[src/rtl/gpu_pipe_pkg.sv]
// Shared definitions for the multiply pipeline result path.
// Holds default vector/datapath widths and the accumulator state encoding.
package gpu_pipe_pkg;

  localparam int unsigned VEC_LEN_DEF   = 16;
  localparam int unsigned IN_W_DEF      = 32;
  localparam int unsigned ACC_W_DEF     = 40;
  localparam int unsigned OUT_DEPTH_DEF = 2;

  typedef enum logic {
    ACC_IDLE  = 1'b0,
    ACC_ACCUM = 1'b1
  } acc_state_e;

endpackage

[src/rtl/result_fifo.sv]
// Small synchronous FIFO holding completed dot-product results.
// Ports:
//   clk, rst         - clock, synchronous active-high reset
//   clear            - synchronous flush of all entries
//   push, wr_data    - write request (ignored when full unless popping too)
//   pop              - remove head (ignored when empty)
//   rd_data          - head entry, forced to 0 when empty
//   full, empty      - occupancy flags
module result_fifo #(
  parameter int unsigned W     = 45,
  parameter int unsigned DEPTH = 2
) (
  input  logic         clk,
  input  logic         rst,
  input  logic         clear,
  input  logic         push,
  input  logic         pop,
  input  logic [W-1:0] wr_data,
  output logic [W-1:0] rd_data,
  output logic         full,
  output logic         empty
);

  localparam int unsigned PTR_W = (DEPTH > 1) ? $clog2(DEPTH) : 1;
  localparam int unsigned CNT_W = $clog2(DEPTH + 1);
  localparam logic [PTR_W-1:0] PTR_LAST = PTR_W'(DEPTH - 1);

  logic [W-1:0]     mem_q [DEPTH];
  logic [PTR_W-1:0] wr_ptr_q, rd_ptr_q;
  logic [CNT_W-1:0] count_q;
  logic             wr_en, rd_en;

  assign full    = (count_q == CNT_W'(DEPTH));
  assign empty   = (count_q == '0);
  assign rd_en   = pop && !empty;
  // When full, a simultaneous pop frees the slot being written.
  assign wr_en   = push && (!full || rd_en);
  assign rd_data = empty ? '0 : mem_q[rd_ptr_q];

  always_ff @(posedge clk) begin
    if (rst || clear) begin
      wr_ptr_q <= '0;
      rd_ptr_q <= '0;
      count_q  <= '0;
      for (int i = 0; i < int'(DEPTH); i++) mem_q[i] <= '0;
    end else begin
      if (wr_en) begin
        mem_q[wr_ptr_q] <= wr_data;
        wr_ptr_q        <= (wr_ptr_q == PTR_LAST) ? '0 : wr_ptr_q + 1'b1;
      end
      if (rd_en) begin
        rd_ptr_q <= (rd_ptr_q == PTR_LAST) ? '0 : rd_ptr_q + 1'b1;
      end
      if (wr_en && !rd_en)      count_q <= count_q + 1'b1;
      else if (rd_en && !wr_en) count_q <= count_q - 1'b1;
    end
  end

endmodule

[src/rtl/pipe_result_accumulator.sv]
// Sums each stream of VEC_LEN products into a dot-product and counts
// zero-skipped elements; completed vectors are queued in a small FIFO.
// Never back-pressures the input: a result completing into a full FIFO
// (with no pop that cycle) is dropped and flagged by sticky overflow.
// Ports:
//   clk, rst                  - clock, synchronous active-high reset
//   clear                     - flush partial sum, FIFO and overflow
//   in_valid/in_data/in_zero_skipped - product stream from the pipeline
//   out_valid/out_ready       - result handshake
//   out_sum/out_skip_count    - head result
//   elem_count, busy          - progress of the current partial vector
//   overflow                  - sticky dropped-result flag
//
// state     | meaning
// ACC_IDLE  | no element of the current vector accepted yet
// ACC_ACCUM | 0 < elem_count < VEC_LEN
module pipe_result_accumulator
  import gpu_pipe_pkg::*;
#(
  parameter  int unsigned VEC_LEN   = VEC_LEN_DEF,
  parameter  int unsigned IN_W      = IN_W_DEF,
  parameter  int unsigned ACC_W     = ACC_W_DEF,
  parameter  int unsigned OUT_DEPTH = OUT_DEPTH_DEF,
  localparam int unsigned CNT_W     = $clog2(VEC_LEN + 1)
) (
  input  logic             clk,
  input  logic             rst,
  input  logic             clear,
  input  logic             in_valid,
  input  logic [IN_W-1:0]  in_data,
  input  logic             in_zero_skipped,
  output logic             out_valid,
  input  logic             out_ready,
  output logic [ACC_W-1:0] out_sum,
  output logic [CNT_W-1:0] out_skip_count,
  output logic [CNT_W-1:0] elem_count,
  output logic             busy,
  output logic             overflow
);

  localparam logic [CNT_W-1:0] LAST_IDX = CNT_W'(VEC_LEN - 1);

  acc_state_e       state_q, state_d;
  logic [ACC_W-1:0] acc_q, acc_d;
  logic [CNT_W-1:0] skip_q, skip_d;
  logic [CNT_W-1:0] cnt_q, cnt_d;
  logic             overflow_q, overflow_d;

  logic [ACC_W-1:0] contrib, sum_next;
  logic [CNT_W-1:0] skip_next;
  logic             push, fifo_push, pop, fifo_full, fifo_empty;

  assign contrib   = in_zero_skipped ? '0 : ACC_W'(in_data);
  assign sum_next  = acc_q + contrib;
  assign skip_next = skip_q + CNT_W'(in_zero_skipped);

  always_comb begin
    state_d = state_q;
    acc_d   = acc_q;
    skip_d  = skip_q;
    cnt_d   = cnt_q;
    push    = 1'b0;
    case (state_q)
      ACC_IDLE: begin
        if (in_valid) begin
          state_d = ACC_ACCUM;
          acc_d   = sum_next;
          skip_d  = skip_next;
          cnt_d   = cnt_q + 1'b1;
        end
      end
      ACC_ACCUM: begin
        if (in_valid) begin
          if (cnt_q == LAST_IDX) begin
            state_d = ACC_IDLE;
            acc_d   = '0;
            skip_d  = '0;
            cnt_d   = '0;
            push    = 1'b1;
          end else begin
            acc_d  = sum_next;
            skip_d = skip_next;
            cnt_d  = cnt_q + 1'b1;
          end
        end
      end
      default: state_d = ACC_IDLE;
    endcase
  end

  assign pop        = out_valid && out_ready;
  assign fifo_push  = push && !clear;
  assign overflow_d = overflow_q | (fifo_push && fifo_full && !pop);

  always_ff @(posedge clk) begin
    if (rst || clear) begin
      state_q    <= ACC_IDLE;
      acc_q      <= '0;
      skip_q     <= '0;
      cnt_q      <= '0;
      overflow_q <= 1'b0;
    end else begin
      state_q    <= state_d;
      acc_q      <= acc_d;
      skip_q     <= skip_d;
      cnt_q      <= cnt_d;
      overflow_q <= overflow_d;
    end
  end

  result_fifo #(
    .W     (ACC_W + CNT_W),
    .DEPTH (OUT_DEPTH)
  ) u_fifo (
    .clk     (clk),
    .rst     (rst),
    .clear   (clear),
    .push    (fifo_push),
    .pop     (pop),
    .wr_data ({sum_next, skip_next}),
    .rd_data ({out_sum, out_skip_count}),
    .full    (fifo_full),
    .empty   (fifo_empty)
  );

  assign out_valid  = !fifo_empty;
  assign elem_count = cnt_q;
  assign busy       = (state_q == ACC_ACCUM);
  assign overflow   = overflow_q;

endmodule

[config.mk]
export PLATFORM = sky130hd
export DESIGN_NAME = pipe_result_accumulator
export DESIGN_NICKNAME = d
export VERILOG_FILES = /design/src/rtl/gpu_pipe_pkg.sv /design/src/rtl/result_fifo.sv /design/src/rtl/pipe_result_accumulator.sv
export SDC_FILE = /design/constraint.sdc
export NUM_CORES = 1
export LEC_CHECK = 0
export ABC_AREA = 0
export CAP_MARGIN = 30
export CORE_UTILIZATION = 45
export CTS_BUF_LIST = sky130_fd_sc_hd__clkbuf_4 sky130_fd_sc_hd__clkbuf_8
export CTS_CLUSTER_DIAMETER = 40
export DETAILED_ROUTE_END_ITERATION = 8
export DONT_BUFFER_PORTS = 1
export PLACE_DENSITY = 0.7
export SLEW_MARGIN = 20
export SYNTH_ARGS = -nofsm -noshare
export SYNTH_HDL_FRONTEND = slang
export SYNTH_HIERARCHICAL = 1
export SYNTH_SLANG_ARGS = --single-unit
[constraint.sdc]
create_clock -name clk -period 3.5 [get_ports clk]
set_input_delay 0.7 -clock clk [delete_from_list [all_inputs] [get_ports clk]]
set_output_delay 0.7 -clock clk [all_outputs]
set_load 0.02 [all_outputs]
==> flow_summary_export.csv <==
group,metric,value,unit
layout,n_antenna_cell,0,
routing,drt-total-wl,19.08,mm
power,power.total,0.003645,W
power,p_int,0.002771,W
yosys,synth_nets,930,
clock_network,cts_buffers,17,
routing,wl_per_cell,17.59,µm
die,dieArea,19590,µm²
layout,layout-drive-gt1-share,9.401,%
die,io_pins,91,
outcome,status,"completed",
setup_path,crit_slowest_cell,"fa_1",
min_path,hp-start,"rst",
power,p_sw_share,23.97,%
setup_path,end_kind,"flip-flop",
sta,rsz0062_at_grt,"no",
setup_path,worstPathRequired,3.70,ns
clock_network,postCtsSetupRepairBufs,0,
sta,relSlewSlack,39.59,%
layout,fin_util,48.88,%
grt,gr-total-overflow,0,
power,max-vdd-ir-drop,0.1907,mV
power,powerDensity,398.7,nW/µm²
sta,max_slew.worst_pin.slew,0.9041,ns
yosys,ys_ff_latch,147,
sta,final_hold_viol_count,0,
sta,report.final.slew_viol_count,0,
clock_network,cts-root-buf,"clkbuf_8",
sta,tns,0,ns
grt,antenna_found_initial,0,
power,p_seq_share,52.5,%
layout,area_delta_synth_final,6.764,%
yosys,synth_warnings,6,
flow_run,maxCapViolations,0,
routing,drc,0,
clock_network,insertion_delay,0.45,ns
setup_path,r2r_cells,11,
place,place_congestion,0.9233,
place,placed_cells,1053,
layout,finalNonFillerCells,1085,
routing,first_pass_iters,5,
yosys,synth_area_per_cell,10.02,µm²
clock_network,clockBufferDepth,2,
yosys,synth_edf_count,90,
die,num_rows,50,
yosys,yosys_most_used_dff,"edfxtp_1",
min_path,min_path_cells,1,
sta,fmax,325.4,MHz
yosys,synth.distinct_cells,67,
place,portBuffers,0,
yosys,syn_area,8564,µm²
setup_path,crit_buf_inv,0,
layout,fillers,1673,
sta,period_needed,3.073,ns
die,start_util,45.79,%
grt,first_global_vias,5937,
clock_network,cts.sinks,147,
layout,seq_area,3845,µm²
place,place_hpwl,13.25,mm
routing,avgViaCountPerCell,5.786,
routing,drt_iter0_drc,415,
power,pwr-share-clk,39.5,%
yosys,async_flop_share,0,%
setup_path,regToRegStartpoint,"acc_q[0]$_SDFFE_PP0P_",
layout,fin_nets,913,
power,p_leak,3.756,nW
yosys,synthesis.instances,855,
yosys,yosysSeqAreaShare,44.88,%
die,coreArea,18710,µm²
routing,via_count,6278,
power,power_switching,0.0008738,W
setup_path,r2r_end,"u_fifo/mem_q[0][41]$_SDFFCE_PN0P_",
sta,finalSetupViolCount,0,
sta,fin_hold_ws,0.3025,ns
clock_network,cts-resized-gates,0,
clock_network,cts_hold_buf,0,
setup_path,critPathLaunchType,"input port",
grt,grt_usage,19.91,%
setup_path,cp_top_family,"compound AO/OA/AOI/OAI gates",
setup_path,crit_path_frequent_cell,"nor2b_1",
clock_network,clk_pin_slew,0.08,ns
die,fp.dieW,140.0,µm
grt,grt_start_max_net_pins,52,
sta,clock_skew,0.01343,ns
setup_path,critPathMaxStageDelay,0.41,ns
grt,grt_pass1_wl,30.64,mm
power,combinationalPowerShare,8.0,%
setup_path,path_class,"in2reg",
sta,post-route-period-util,87.81,%
clock_network,cts_tree,"built",
min_path,min_path_type,"in2reg",
setup_path,r2r_slack,0.44,ns
clock_network,cts.htree.levels,4,
routing,ant_nets,0,
setup_path,critPathArrivalTime,3.28,ns
layout,multiInputGateArea,4339,µm²
setup_path,crit_fanout,9,
die,dieHeight,140.0,µm
setup_path,path_cells,"nor2b_1, ha_1, fa_1, a211oi_1, o211ai_1, nand3_1, nand2_1, a21oi_1, o31ai_4, nor2b_1, xnor2_1, and3_1",
sequential cells by signal, indices dropped and copies added, names as in the netlist, named ones only:
register         cells
u_fifo/rd_ptr_q      1
skip_q               5
overflow             1
busy                 1
u_fifo/wr_ptr_q      1
u_fifo/mem_q        90
u_fifo/count_q       2
acc_q               40
elem_count           5
kinds of logic after synthesis:
group	after synthesis	share of synthesized area (%)
fa+ha+maj	37	5.493
mux	47	5.493
compound gates	178	14.55
flops	147	44.88
xor+xnor	46	4.792
simple gates	324	19.99
buf+inv	76	4.806
cell type report:
| cell class | instances | share of cell area, % |
|---|---|---|
| sequential | 147 | 42.05 |
| clock buffer | 18 | 2.641 |
| timing repair buffer | 21 | 1.861 |
| clock inverter | 14 | 2.011 |
| tap | 234 | 3.202 |
| inverter | 19 | 0.7800 |
| multi-input combinational | 632 | 47.45 |
placed cells by master (no fill, tap or decap), drive strengths merged, types with 12 or more instances in the layout:
cell / synthesis / routed
dfxtp: 57 / 57
a21oi: 48 / 48
nand2: 42 / 42
and3: 93 / 93
nand4: 14 / 14
xor2: 17 / 17
edfxtp: 90 / 90
buf: 25 / 21
a22oi: 22 / 22
nor2: 93 / 93
a21o: 12 / 12
nor3: 13 / 13
ha: 36 / 36
inv: 19 / 22
clkbuf: 32 / 18
a22o: 18 / 18
o21ai: 28 / 28
mux2i: 47 / 47
nor2b: 39 / 39
xnor2: 29 / 29
worst reg2reg max path, cell delays in order (launching register included):
cell and delay (ns):
dfxtp_1 0.32, ha_1 0.22, fa_1 0.41, a211oi_1 0.41, o211ai_1 0.22, nand3_1 0.11, nand2_1 0.13, a21oi_1 0.35
o31ai_4 0.19, nor2b_1 0.19, xnor2_1 0.13, and3_1 0.14
layer usage:
metal | GRT usage [%] | share of wire [%] | routed length (µm)
met1 | 26.61 | 47 | 8940
met2 | 31.61 | 46 | 8814
met3 | 4.000 | 4.8 | 924
met4 | 8.097 | 2.1 | 404
met5 | 0 | 0 | 0
metrics by stage:
stage               instance area (µm²)  worst slack [ns]
floorplan                          8564            0.1006
finish                             9144            0.4266
detailed placement                 8718           0.01904
global placement                   8718           0.05637
global route                       9144            0.3021
CTS                                9144            0.4816
how the worst max path moves through the flow:
stage                     depth (start not counted)  slack (ns)                  startpoint                                end
final                                            12        0.43                  in_data[0]  u_fifo/mem_q[0][41]$_SDFFCE_PN0P_
after global routing                             11        0.30       acc_q[0]$_SDFFE_PP0P_  u_fifo/mem_q[0][41]$_SDFFCE_PN0P_
after CTS                                        11        0.48       acc_q[0]$_SDFFE_PP0P_  u_fifo/mem_q[0][41]$_SDFFCE_PN0P_
after detailed placement                         12        0.02                  in_data[0]  u_fifo/mem_q[0][41]$_SDFFCE_PN0P_
after global placement                           12        0.06                  in_data[0]  u_fifo/mem_q[1][41]$_SDFFCE_PN0P_
after floorplan                                   7        0.10  elem_count[0]$_SDFFE_PP0P_   u_fifo/mem_q[1][0]$_SDFFCE_PN0P_
power groups by stage:
stage / clock [W] / combinational, W / sequential [W]
finish: 0.00144 / 0.000291 / 0.00191
global route: 0.00154 / 0.000321 / 0.00192
CTS: 0.00147 / 0.000290 / 0.00191
detailed placement: 0 / 0.000289 / 0.00195
global placement: 0 / 0.000287 / 0.00195
floorplan: 0 / 0.000226 / 0.00195
cell usage after synthesis, types with 4 or more instances:
| cell type | number | area [µm²] |
|---|---|---|
| o21bai_1 | 9 | 67.56 |
| nand2b_1 | 4 | 25.02 |
| xor2_1 | 17 | 148.9 |
| clkbuf_1 | 27 | 101.4 |
| o21ai_0 | 25 | 125.1 |
| xnor2_1 | 28 | 245.2 |
| a21oi_1 | 48 | 240.2 |
| nand2_1 | 42 | 157.7 |
| inv_1 | 19 | 71.32 |
| a21o_1 | 11 | 82.58 |
| a22o_1 | 18 | 157.7 |
| a31oi_1 | 6 | 37.54 |
| and3_1 | 92 | 575.6 |
| ha_1 | 36 | 450.4 |
| buf_6 | 9 | 101.4 |
| o21a_1 | 6 | 45.04 |
| a22oi_1 | 22 | 165.2 |
| nor3_1 | 12 | 60.06 |
| edfxtp_1 | 90 | 2703 |
| mux2i_1 | 47 | 470.5 |
| clkbuf_8 | 4 | 55.05 |
| nor2_1 | 92 | 345.3 |
| nand3_1 | 9 | 45.04 |
| buf_1 | 4 | 15.01 |
| nor2b_1 | 39 | 244.0 |
| dfxtp_1 | 57 | 1141 |
| buf_2 | 11 | 55.05 |
| nand4_1 | 14 | 87.58 |
Note: power is estimated with default switching activity, not from simulation.
==> RTL edit: new RTL, config.mk and constraints unchanged <==
Set the package constant `OUT_DEPTH_DEF` to 1 (it was 2).
--- a/src/rtl/gpu_pipe_pkg.sv
+++ b/src/rtl/gpu_pipe_pkg.sv
@@ -7,3 +7,3 @@
   localparam int unsigned ACC_W_DEF     = 40;
-  localparam int unsigned OUT_DEPTH_DEF = 2;
+  localparam int unsigned OUT_DEPTH_DEF = 1;
 
Function: same outputs for any inputs over 10 cycles, from zero or initial values; that may be too few to reach the edited logic, so the function may still have changed.
==> RTL edit against the original RTL <==
Count of clock-buffer cells in the layout fell by 7; cell area is 28% lower; clock power decreased by 43%; critical path depth down 1; wire length down 24%; final cell count fell by 24%; worst hold slack better by 170 ps; sequential cell count fell by 49; non-clock buffer count shrank 4; via count fell by 22%; register-to-register slack barely moved; total power fell by 37%; area after synthesis shrank 27%; largest power group unchanged; worst setup slack worse by 81 ps; critical path type unchanged.
==> RTL edit: results (changes against the original RTL) <==
Global routing
  – Overall routing resource usage: 21.0% (was 19.9%)
  – Largest net degree at the start of global routing: 47 (was 52)

Finish
  – Fillers: 1,220 (was 1,673)
  – Top Registers: u_fifo/mem_q: 45 flops, acc_q: 40 flops (was u_fifo/mem_q: 90 flops, acc_q: 40 flops)

Worst hold path
  – Hold path depth: 2 (was 1)
  – HP Start: in_valid (was rst)

Outcome
  – Status: complete, no violations (unchanged)

Synth
  – Synth Area in Compound Gates: 16.8% (was 14.6%)
  – Synth Net Count: 739 (was 930)
  – Synth area leaders: edfxtp_1 22%, dfxtp_1 17%, and4b_1 7.4% (was edfxtp_1 32%, dfxtp_1 13%, and3_1 6.7%)
  – Adder-Cell Fraction of Synth Area: 7.35% (was 5.49%)
  – Post-synthesis mux area share: 0.161% (was 5.49%)
  – Post-synth EDFFs: 45 (was 90)
  – Netlist cell types: 59 (was 67)

Worst setup path
  – FF-to-FF path depth: 10 (was 11)
  – Reg-to-reg endpoint: u_fifo/mem_q[0][43] (was u_fifo/mem_q[0][41])
  – Crit Path Max Fanout: 4 (was 9)

Place
  – Placed instance area: 0.00638 mm^2 (was 0.00872 mm^2)
  – Placer Congestion: 0.958 (was 0.923)
  – Worst slack at placement: -50.3 ps (was 19.0 ps)
  – Final HPWL DP: 10,500 um (was 13,300 um)

Clock network
  – Num CTS Buffers: 9 (was 17)
  – Clock latency at the later pin of the worst-skew pair: 390 ps (was 450 ps)

Timing
  – Min Hold Slack: 472 ps (was 302 ps)

Route
  – Initial DRC count: 337 (was 415)

Power and ir drop
  – Static leakage: 2.69 nW (was 3.76 nW)
==> RTL edit: cell types whose count changed in the layout (fill, tap and decap cells not counted), moves of 6 or more <==
cell / unedited run / this run
and4b_1: 1 / 46
xnor2_1: 28 / 18
edfxtp_1: 90 / 45
nor2_1: 91 / 47
and2_1: 2 / 46
a21o_1: 11 / 3
xor2_1: 17 / 23
clkbuf_8: 17 / 10
mux2i_1: 47 / 1
and3_1: 92 / 1
nand2_1: 42 / 29
==> RTL edit: kinds of logic (layout without fill, tap and decap cells) <==
| logic type | Yosys count | in the layout |
|---|---|---|
| xor gates and xnor gates | 41 | 41 |
| AOI/OAI and AO/OA | 155 | 155 |
| buffers and inverters | 66 | 50 |
| adders and majority gates | 36 | 36 |
| DFF | 98 | 98 |
| and+or+nand+nor | 268 | 268 |
| muxes | 1 | 1 |
==> RTL edit: worst max-delay path: stages <==
cell and delay (ps):
nor2b_1 110, ha_1 230, fa_1 270, a21oi_2 100, o211ai_2 190, a31oi_2 160
or4_4 520, a311oi_2 380, o21ai_0 240, xnor2_1 180, and4b_1 210
==> RTL edit: worst max path at each step <==
| stage | start | endpoint | slack, ps | depth (start not counted) |
|---|---|---|---|---|
| 6_report | in_data[0] | u_fifo/mem_q[0][43] | 350 | 11 |
| 3_3_place_gp | in_data[0] | u_fifo/mem_q[0][41] | 60 | 12 |
| 5_1_grt | in_data[0] | u_fifo/mem_q[0][43] | 180 | 11 |
| 4_1_cts | in_data[0] | u_fifo/mem_q[0][41] | 360 | 12 |
| 2_1_floorplan | in_zero_skipped | u_fifo/mem_q[0][42] | 80 | 12 |
| 3_5_place_dp | in_data[0] | u_fifo/mem_q[0][43] | -50 | 11 |
==> RTL edit: layer usage <==
metal  GRT usage (%)  wire (um)  up-vias
met5               0          0        -
met4            10.2        433        0
li1                -          -     2385
met3            4.18        978       27
met1            27.6       6340     2304
met2            33.0       6700      162
==> RTL edit: final cells by class <==
| cell class | instances | share of cell area (%) |
|---|---|---|
| Timing Repair Buffer | 17 | 2.12 |
| Tap cell | 176 | 3.34 |
| Inverter | 17 | 0.967 |
| Sequential cell | 98 | 36.5 |
| Clock inverter | 5 | 1.18 |
| Clock buffer | 11 | 2.20 |
| Multi-Input combinational cell | 501 | 53.7 |
==> RTL edit: power groups by stage <==
stage | clock [mW] | sequential, mW | combinational [mW]
2_1_floorplan | 0 | 1.26 | 0.176
3_3_place_gp | 0 | 1.27 | 0.223
3_5_place_dp | 0 | 1.27 | 0.229
4_1_cts | 0.845 | 1.24 | 0.230
5_1_grt | 0.892 | 1.25 | 0.256
6_report | 0.828 | 1.24 | 0.232
